[config.mk]
export PLATFORM = sky130hd
export DESIGN_NAME = hazard_stall_unit_flat
export DESIGN_NICKNAME = d
export VERILOG_FILES = /design/src/rtl/hazard_stall_if.sv /design/src/rtl/hazard_stall_unit.sv /design/src/flat_wrapper.sv
export SDC_FILE = /design/constraint.sdc
export NUM_CORES = 1
export LEC_CHECK = 0
export CAP_MARGIN = 20
export CORE_MARGIN = 5
export CORE_UTILIZATION = 41
export CTS_CLUSTER_SIZE = 30
export DETAILED_ROUTE_END_ITERATION = 10
export PLACE_DENSITY = 0.77
export SYNTH_ARGS = -nofsm -noshare
export SYNTH_HDL_FRONTEND = slang
export SYNTH_SLANG_ARGS = --single-unit
[constraint.sdc]
create_clock -name clk -period 3.91 [get_ports clk]
set_input_delay 0.782 -clock clk [delete_from_list [all_inputs] [get_ports clk]]
set_output_delay 0.782 -clock clk [all_outputs]
set_load 0.03 [all_outputs]
[src/rtl/hazard_stall_if.sv]
// Signal bundle between the D-stage issue logic and the hazard/stall unit.
interface hazard_stall_if;
    logic [31:0] instr_D;
    logic        stall;
    logic        md_busy;
    logic [4:0]  dst_E;
    logic [1:0]  tnew_E;
    logic [4:0]  dst_M;
    logic [1:0]  tnew_M;

    // Pipeline side: presents the D instruction and consumes the stall decision.
    modport master (
        output instr_D,
        input  stall, md_busy, dst_E, tnew_E, dst_M, tnew_M
    );

    // Hazard unit side.
    modport slave (
        input  instr_D,
        output stall, md_busy, dst_E, tnew_E, dst_M, tnew_M
    );
endinterface

[src/rtl/hazard_stall_unit.sv]
// Hazard and stall controller for a 5-stage MIPS pipeline. Decodes the D-stage
// instruction into operand use times and result production time, keeps a
// shadow of the E and M stages, and stalls D when an operand cannot be
// forwarded in time or when the multiply/divide unit is still busy.
module hazard_stall_unit #(
    parameter int MULT_LAT = 5,
    parameter int DIV_LAT  = 10,
    parameter int CNT_W    = 4
) (
    input  logic           clk,
    input  logic           reset,
    hazard_stall_if.slave  hz
);

    // Use time 3 means the operand is not read, so no Tnew (max 2) exceeds it.
    localparam logic [1:0] TUSE_NONE = 2'd3;

    logic [5:0] op, fn;
    logic [4:0] rs_D, rt_D, rd_D;

    logic [1:0] tuse_rs, tuse_rt;
    logic [4:0] dst_dec;
    logic [1:0] tnew_raw, tnew_dec;
    logic       md_dec, start_dec, div_dec;

    logic [4:0]       dst_e_q, dst_e_d, dst_m_q, dst_m_d;
    logic [1:0]       tnew_e_q, tnew_e_d, tnew_m_q, tnew_m_d;
    logic             start_e_q, start_e_d, div_e_q, div_e_d;
    logic [CNT_W-1:0] cnt_q, cnt_d;

    logic data_stall, md_stall, stall;

    assign op   = hz.instr_D[31:26];
    assign rs_D = hz.instr_D[25:21];
    assign rt_D = hz.instr_D[20:16];
    assign rd_D = hz.instr_D[15:11];
    assign fn   = hz.instr_D[5:0];

    // Decode D into use times, destination, Tnew and mult/div class.
    always_comb begin
        tuse_rs   = TUSE_NONE;
        tuse_rt   = TUSE_NONE;
        dst_dec   = 5'd0;
        tnew_raw  = 2'd0;
        md_dec    = 1'b0;
        start_dec = 1'b0;
        div_dec   = 1'b0;
        if (hz.instr_D != 32'd0) begin
            case (op)
                6'h00: begin
                    case (fn)
                        6'h20, 6'h21, 6'h22, 6'h23, 6'h24, 6'h25, 6'h26, 6'h27,
                        6'h2A, 6'h2B, 6'h04, 6'h06, 6'h07: begin
                            tuse_rs  = 2'd1;
                            tuse_rt  = 2'd1;
                            dst_dec  = rd_D;
                            tnew_raw = 2'd1;
                        end
                        6'h00, 6'h02, 6'h03: begin
                            tuse_rt  = 2'd1;
                            dst_dec  = rd_D;
                            tnew_raw = 2'd1;
                        end
                        6'h08: tuse_rs = 2'd0;
                        6'h09: begin
                            tuse_rs  = 2'd0;
                            dst_dec  = rd_D;
                            tnew_raw = 2'd0;
                        end
                        6'h18, 6'h19: begin
                            tuse_rs   = 2'd1;
                            tuse_rt   = 2'd1;
                            md_dec    = 1'b1;
                            start_dec = 1'b1;
                        end
                        6'h1A, 6'h1B: begin
                            tuse_rs   = 2'd1;
                            tuse_rt   = 2'd1;
                            md_dec    = 1'b1;
                            start_dec = 1'b1;
                            div_dec   = 1'b1;
                        end
                        6'h11, 6'h13: begin
                            tuse_rs = 2'd1;
                            md_dec  = 1'b1;
                        end
                        6'h10, 6'h12: begin
                            dst_dec  = rd_D;
                            tnew_raw = 2'd1;
                            md_dec   = 1'b1;
                        end
                        default: ;
                    endcase
                end
                6'h01: begin
                    if (rt_D == 5'd0 || rt_D == 5'd1) tuse_rs = 2'd0;
                end
                6'h03: begin
                    dst_dec  = 5'd31;
                    tnew_raw = 2'd0;
                end
                6'h04, 6'h05: begin
                    tuse_rs = 2'd0;
                    tuse_rt = 2'd0;
                end
                6'h06, 6'h07: tuse_rs = 2'd0;
                6'h08, 6'h09, 6'h0A, 6'h0B, 6'h0C, 6'h0D, 6'h0E, 6'h0F: begin
                    tuse_rs  = 2'd1;
                    dst_dec  = rt_D;
                    tnew_raw = 2'd1;
                end
                6'h20, 6'h21, 6'h23, 6'h24, 6'h25: begin
                    tuse_rs  = 2'd1;
                    dst_dec  = rt_D;
                    tnew_raw = 2'd2;
                end
                6'h28, 6'h29, 6'h2B: begin
                    tuse_rs = 2'd1;
                    tuse_rt = 2'd2;
                end
                default: ;
            endcase
        end
    end

    // A write to $0 produces nothing forwardable, so it is tracked like a bubble.
    assign tnew_dec = (dst_dec == 5'd0) ? 2'd0 : tnew_raw;

    // Stall when a producer in E or M will not have its result ready by the use time.
    always_comb begin
        data_stall = 1'b0;
        if (rs_D != 5'd0) begin
            if (rs_D == dst_e_q && tnew_e_q > tuse_rs) data_stall = 1'b1;
            if (rs_D == dst_m_q && tnew_m_q > tuse_rs) data_stall = 1'b1;
        end
        if (rt_D != 5'd0) begin
            if (rt_D == dst_e_q && tnew_e_q > tuse_rt) data_stall = 1'b1;
            if (rt_D == dst_m_q && tnew_m_q > tuse_rt) data_stall = 1'b1;
        end
    end

    assign md_stall = md_dec && ((cnt_q != '0) || start_e_q);
    assign stall    = data_stall || md_stall;

    // Next E/M shadow and busy counter.
    always_comb begin
        if (stall) begin
            dst_e_d   = 5'd0;
            tnew_e_d  = 2'd0;
            start_e_d = 1'b0;
            div_e_d   = 1'b0;
        end else begin
            dst_e_d   = dst_dec;
            tnew_e_d  = tnew_dec;
            start_e_d = start_dec;
            div_e_d   = div_dec;
        end
        dst_m_d  = dst_e_q;
        tnew_m_d = (tnew_e_q == 2'd0) ? 2'd0 : tnew_e_q - 2'd1;
        cnt_d    = cnt_q;
        if (start_e_q)
            cnt_d = div_e_q ? CNT_W'(DIV_LAT) : CNT_W'(MULT_LAT);
        else if (cnt_q != '0)
            cnt_d = cnt_q - CNT_W'(1);
    end

    // State registers with synchronous reset.
    always_ff @(posedge clk) begin
        if (reset) begin
            dst_e_q   <= 5'd0;
            tnew_e_q  <= 2'd0;
            start_e_q <= 1'b0;
            div_e_q   <= 1'b0;
            dst_m_q   <= 5'd0;
            tnew_m_q  <= 2'd0;
            cnt_q     <= '0;
        end else begin
            dst_e_q   <= dst_e_d;
            tnew_e_q  <= tnew_e_d;
            start_e_q <= start_e_d;
            div_e_q   <= div_e_d;
            dst_m_q   <= dst_m_d;
            tnew_m_q  <= tnew_m_d;
            cnt_q     <= cnt_d;
        end
    end

    assign hz.stall   = stall;
    assign hz.md_busy = (cnt_q != '0);
    assign hz.dst_E   = dst_e_q;
    assign hz.tnew_E  = tnew_e_q;
    assign hz.dst_M   = dst_m_q;
    assign hz.tnew_M  = tnew_m_q;

endmodule

[src/flat_wrapper.sv]
// flat-port wrapper written by rule: the top's interface ports become plain ports
module hazard_stall_unit_flat 
#(
    parameter int MULT_LAT = 5,
    parameter int DIV_LAT  = 10,
    parameter int CNT_W    = 4
)
  (clk, reset, hz_instr_D, hz_stall, hz_md_busy, hz_dst_E, hz_tnew_E, hz_dst_M, hz_tnew_M);
  hazard_stall_if hz_i ();
  input  logic clk;
  input  logic reset;
  input wire logic [$bits(hz_i.instr_D)-1:0] hz_instr_D;
  output wire logic [$bits(hz_i.stall)-1:0] hz_stall;
  output wire logic [$bits(hz_i.md_busy)-1:0] hz_md_busy;
  output wire logic [$bits(hz_i.dst_E)-1:0] hz_dst_E;
  output wire logic [$bits(hz_i.tnew_E)-1:0] hz_tnew_E;
  output wire logic [$bits(hz_i.dst_M)-1:0] hz_dst_M;
  output wire logic [$bits(hz_i.tnew_M)-1:0] hz_tnew_M;
  assign hz_i.instr_D = hz_instr_D;
  assign hz_stall = hz_i.stall;
  assign hz_md_busy = hz_i.md_busy;
  assign hz_dst_E = hz_i.dst_E;
  assign hz_tnew_E = hz_i.tnew_E;
  assign hz_dst_M = hz_i.dst_M;
  assign hz_tnew_M = hz_i.tnew_M;
  hazard_stall_unit #(.MULT_LAT(MULT_LAT), .DIV_LAT(DIV_LAT), .CNT_W(CNT_W)) u_core (.clk(clk), .reset(reset), .hz(hz_i));
endmodule
Word level (Yosys, flattened, before mapping)
Index checks and enable logic that the tools add are counted.

cells by class
  $add $sub $neg = 2
  $lt $le $gt $ge = 4
  equality and inequality tests = 52
  muxes and demuxes = 26
  bitwise operators = 2
  reductions and logical operators = 37

operators with widths
  operator            count
  $eq 6x6->1 const B  18
  $eq 6x4->1 const B  10
  $eq 6x5->1 const B  8
  $eq 6x3->1 const B  7
  $reduce_or 19->1    2
  $reduce_bool 32->1  1
  $eq 5x5->1          4
  $reduce_or 20->1    1
  $eq 6x2->1 const B  3
  $reduce_or 18->1    1
  $reduce_or 16->1    1
  $reduce_or 4->1     4
  $reduce_or 8->1     2
  $pmux 5 s3          1
  $reduce_or 13->1    1
  $logic_not 6->1     2
  $mux 1              12
  $mux 4              3
  $pmux 2 s3          2
  $logic_not 5->1     2
  $mux 5              2
  $reduce_bool 5->1   2
  $reduce_or 2->1     5
  $gt 2x2->1          4
  15 further kinds    25

word-level totals
  register bits = 20
  bits of input ports = 34
  output and inout bits = 16
  logic and storage cells = 130

Logic depth before layout (Yosys ltp)
  depth in word-level cells = 15
  mapped depth = 14
  gate-level depth less buffers = 13

Worst setup path before layout
No wires, ideal clock.

  kind = input-to-output
  start = input port hz_instr_D[20]
  end = output port hz_stall
  arrival = 3.673 ns
  data required time = 3.128 ns
  slack = -0.545 ns
  stages on the path = 11
  buffers on the path = 0
  cell sequence = or4_4 > or2_0 > or4b_4 > o21ai_2 > nand2_1 > and3_1 > ha_1 > a21oi_1 > a2111oi_0 > a21oi_1 > o221ai_1

between the ends
  longest elaborated chain between the ends = 14
  elaborated cells on any way between the ends = 28
  those cells by class = 4 x order compare; 3 x eq/ne; 11 x mux; 10 x reduce/logical

ends and longest elaborated chain
  element                                               RTL line                  source
  start: declaration                                    flat_wrapper.sv:12        input wire logic [$bits(hz_i.instr_D)-1:0] hz_instr_D;
  $eq 5x1->1 / $logic_not 5->1 (equally long branches)  hazard_stall_unit.sv:96   if (rt_D == 5'd0 || rt_D == 5'd1) tuse_rs = 2'd0;
  $logic_or 1x1->1                                      hazard_stall_unit.sv:96
  $mux 2                                                hazard_stall_unit.sv:96
  $pmux 2 s4                                            hazard_stall_unit.sv:49   case (op)
  $mux 2                                                hazard_stall_unit.sv:48   if (hz.instr_D != 32'd0) begin
  $gt 2x2->1                                            hazard_stall_unit.sv:133  if (rs_D == dst_e_q && tnew_e_q > tuse_rs) data_stall = 1'b1;
  $logic_and 1x1->1                                     hazard_stall_unit.sv:133
  $mux 1                                                hazard_stall_unit.sv:133
  $mux 1                                                hazard_stall_unit.sv:134  if (rs_D == dst_m_q && tnew_m_q > tuse_rs) data_stall = 1'b1;
  $mux 1                                                hazard_stall_unit.sv:132  if (rs_D != 5'd0) begin
  $mux 1                                                hazard_stall_unit.sv:137  if (rt_D == dst_e_q && tnew_e_q > tuse_rt) data_stall = 1'b1;
  $mux 1                                                hazard_stall_unit.sv:138  if (rt_D == dst_m_q && tnew_m_q > tuse_rt) data_stall = 1'b1;
  $mux 1                                                hazard_stall_unit.sv:136  if (rt_D != 5'd0) begin
  $logic_or 1x1->1 (*)                                  hazard_stall_unit.sv:143  assign stall = data_stall || md_stall;
  end: declaration                                      flat_wrapper.sv:13        output wire logic [$bits(hz_i.stall)-1:0] hz_stall;

Mark *: on every way between the ends. The rest lies on a longest branch, timed or not.

Final worst setup path
  start = input port hz_instr_D[18]
  end = output port hz_stall

The elaborated chain is that of the path after synthesis.

==> flow_summary.json <==
{
  "gp_congestion": 0.941,
  "slew_headroom_pct": 66.3,
  "track_usage_pct": 19.6,
  "critPathKind": "input pin to output port",
  "slowest_delay_ns": 0.53,
  "final_core_util_pct": 71.2,
  "synth_edf_count": 0,
  "die_x_um": 70.6,
  "finalSetupViolCount": 1,
  "p_per_area_nw_per_um2": 305,
  "via_count": 1789,
  "grt_pass1_wl_um": 7960,
  "cts_buffers": 3,
  "ys_types": 39,
  "antenna_cells": 0,
  "die_y_um": 70.6,
  "async_flop_share_pct": 0,
  "cts-root-buf": "clkbuf_8",
  "failed_checks": "negative setup slack",
  "grt_antenna_before_repair": 0,
  "dp.cells": 325,
  "synth_area_um2": 1510,
  "die_area_um2": 4980,
  "cts_tree": "done",
  "setup_tns_ns": -0.506,
  "worstMarginPinSlew_ns": 0.504,
  "drc": 0,
  "grt_start_max_net_pins": 13,
  "path_cells": "buf_6, or4_4, or2_1, or4b_4, o21ai_2, nand2_2, and3_4, ha_4, a21oi_2, nor4_2, a21oi_2, o221ai_2, buf_6",
  "ys_warn_count": 0,
  "cp-end-kind": "output port",
  "timing.fmax_mhz": 226,
  "setup_ws_ns": -0.506,
  "post_drt_wl_per_cell_um": 14.3,
  "final.min_clock_period_ns": 4.42,
  "clock_latency_ns": 0.26,
  "holdBufCountCts": 0,
  "syn_nets": 239,
  "vdd_drop_max_mv": 0.495,
  "hold_viol_final": 0,
  "ys_ff_latch": 20,
  "drive_gt1_share_pct": 25.9,
  "critical_path_required_ns": 3.13,
  "pin_count": 50,
  "cap_violations": 0,
  "cts_buffer_depth": 2,
  "final_cells": 334,
  "gr-total-overflow": 0,
  "first_iter_violations": 50,
  "place.detailed.hpwl_um": 3720,
  "drt_pre_antenna_iters": 6,
  "synth_cells": 194,
  "p_leak_uw": 0.00108,
  "cp-start-kind": "input pin",
  "syn2layout_area_growth_pct": 70.6,
  "core_area_um2": 3610,
  "arrival_ns": 3.63,
  "portBuffers": 49,
  "syn_avg_cell_area_um2": 7.76,
  "start_util_pct": 41.7,
  "path_clk_slew_ns": 0.08,
  "synth_ff_type": "dfxtp_1",
  "seq_area_frac_synth_pct": 26.6,
  "grt_pass1_vias": 1777,
  "rsz0062_at_grt": "true",
  "slowest_stage": "or4_4",
  "cts_sinks": 20,
  "status": "complete, but fails checks",
  "finalCritPeriodShare_pct": 113,
  "nNetsFinal": 332,
  "path_max_fanout": 2,
  "std_cell_rows": 22,
  "finalClockSkew_ns": 0.00285,
  "drv_slew": 0,
  "via_per_inst": 5.36,
  "hp-class": "flop to flop",
  "drt.antenna.violating_nets": 0,
  "drt-total-wl_um": 4760,
  "htreeDepth": 1
}
## per-stage QoR
step	worst slack (ns)	power (µW)	area (µm²)	hold slack, ns
global route	-0.590	843	2570	0.487
detailed placement	-0.928	565	2330	0.441
CTS	-0.621	783	2500	0.453
floorplan	-0.322	431	1520	0.472
finish	-0.506	783	2570	0.469
global placement	-0.895	549	2330	0.437
## cells by family after synthesis
kind of cell / after synthesis / share of synthesized area, %
flip-flops: 20 / 26.6
XOR/XNOR: 23 / 13.4
adder cells (fa/ha/maj): 11 / 9.14
buffers and inverters: 16 / 4.07
AND/OR/NAND/NOR: 78 / 27.3
AO/OA/AOI/OAI: 46 / 19.5
## cell usage after synthesis (2+ instances only)
cell type	n	area share, %
nand2b_1	2	0.83
nor4_1	4	1.7
and3_1	2	0.83
o221ai_1	3	1.7
xnor2_1	7	4.1
nand2_1	14	3.5
a221oi_1	6	3.5
dfxtp_1	20	27
xor2_1	16	9.3
nor3b_1	2	1.0
nor2b_1	6	2.5
nand4_1	2	0.83
or4_1	2	1.0
inv_1	13	3.2
nand3_1	4	1.3
o21ai_0	7	2.3
o211ai_1	2	1.0
ha_1	11	9.1
nor3_1	11	3.7
a21oi_1	20	6.7
a2111oi_0	2	1.2
nor2_1	21	5.2
## cell type report
class	count	area (µm²)
multi-input combinational	158	1190
fill	289	1040
timing repair buffer	91	801
sequential	20	400
tap	48	60.1
inverter	13	48.8
clock buffer	3	41.3
clock inverter	1	30.0
## critical path: cells and delay by family
family,cells,cell delay [ns]
AOI/OAI and AO/OA,4,0.51
adders and majority gates,1,0.27
buffers and inverters,2,0.26
and+or+nand+nor,6,1.82
## routing by layer
layer | global-route usage (%) | vias up | share of wire [%]
met1 | 23.1 | 832 | 41
met3 | 3.98 | 11 | 5.0
li1 | - | 894 | -
met2 | 35.9 | 52 | 52
met4 | 5.22 | 0 | 1.9
met5 | 0 | - | 0
## cell usage in the layout, fill, tap and decap left out, types with 2 or more instances in the layout
master and instances:
clkdlybuf4s50_1 35, clkbuf_8 3, o221ai_1 2, nor3b_1 2
nand2_1 13, ha_1 8, or4_4 2, a21oi_1 17
a21oi_2 3, xor2_1 16, nor3_1 11, nand2b_1 2
buf_6 3, nand3_2 2, ha_4 3, o21ai_0 6
inv_1 13, nor2_1 20, dlygate4sd2_1 5, a221oi_1 6
nor4_2 3, dfxtp_1 20, nor2b_1 6, dlymetal6s2s_1 3
nand4_1 2, buf_4 42, nand3_1 2, xnor2_1 7
o211ai_1 2
## report_power, final
group	leakage (µW)	internal [µW]	switching (µW)	total (µW)
Clock	0.0000357	137	74.0	211
Combinational	0.000884	161	165	326
Sequential	0.000163	226	19.4	246
Total	0.00108	524	259	783
## flip-flops by register name (all words and copies together), names as in the netlist
signal	count
u_core.hz.dst_E	5
u_core.hz.dst_M	5
u_core.cnt_q	4
u_core.hz.tnew_M	2
u_core.start_e_q	1
u_core.hz.tnew_E	2
u_core.div_e_q	1
## worst paths after layout
kind                                        from                             end  slack (ns)  cells after the start
hold / removal    u_core.hz.tnew_E[0]$_SDFF_PP0_  u_core.hz.tnew_M[0]$_SDFF_PP0_        0.47                      1
hold reg to reg   u_core.hz.tnew_E[0]$_SDFF_PP0_  u_core.hz.tnew_M[0]$_SDFF_PP0_        0.47                      1
setup reg to reg  u_core.hz.tnew_E[0]$_SDFF_PP0_  u_core.hz.tnew_E[0]$_SDFF_PP0_        1.87                      9
setup / recovery                  hz_instr_D[18]                        hz_stall       -0.51                     13
## what timing repair did
action	4_1_cts	5_1_grt
setup endpoints to repair	10	10
pin swaps	12	14
gates resized for setup	36	15
buffers inserted	3	2
Power figures use the tool's default switching activity.
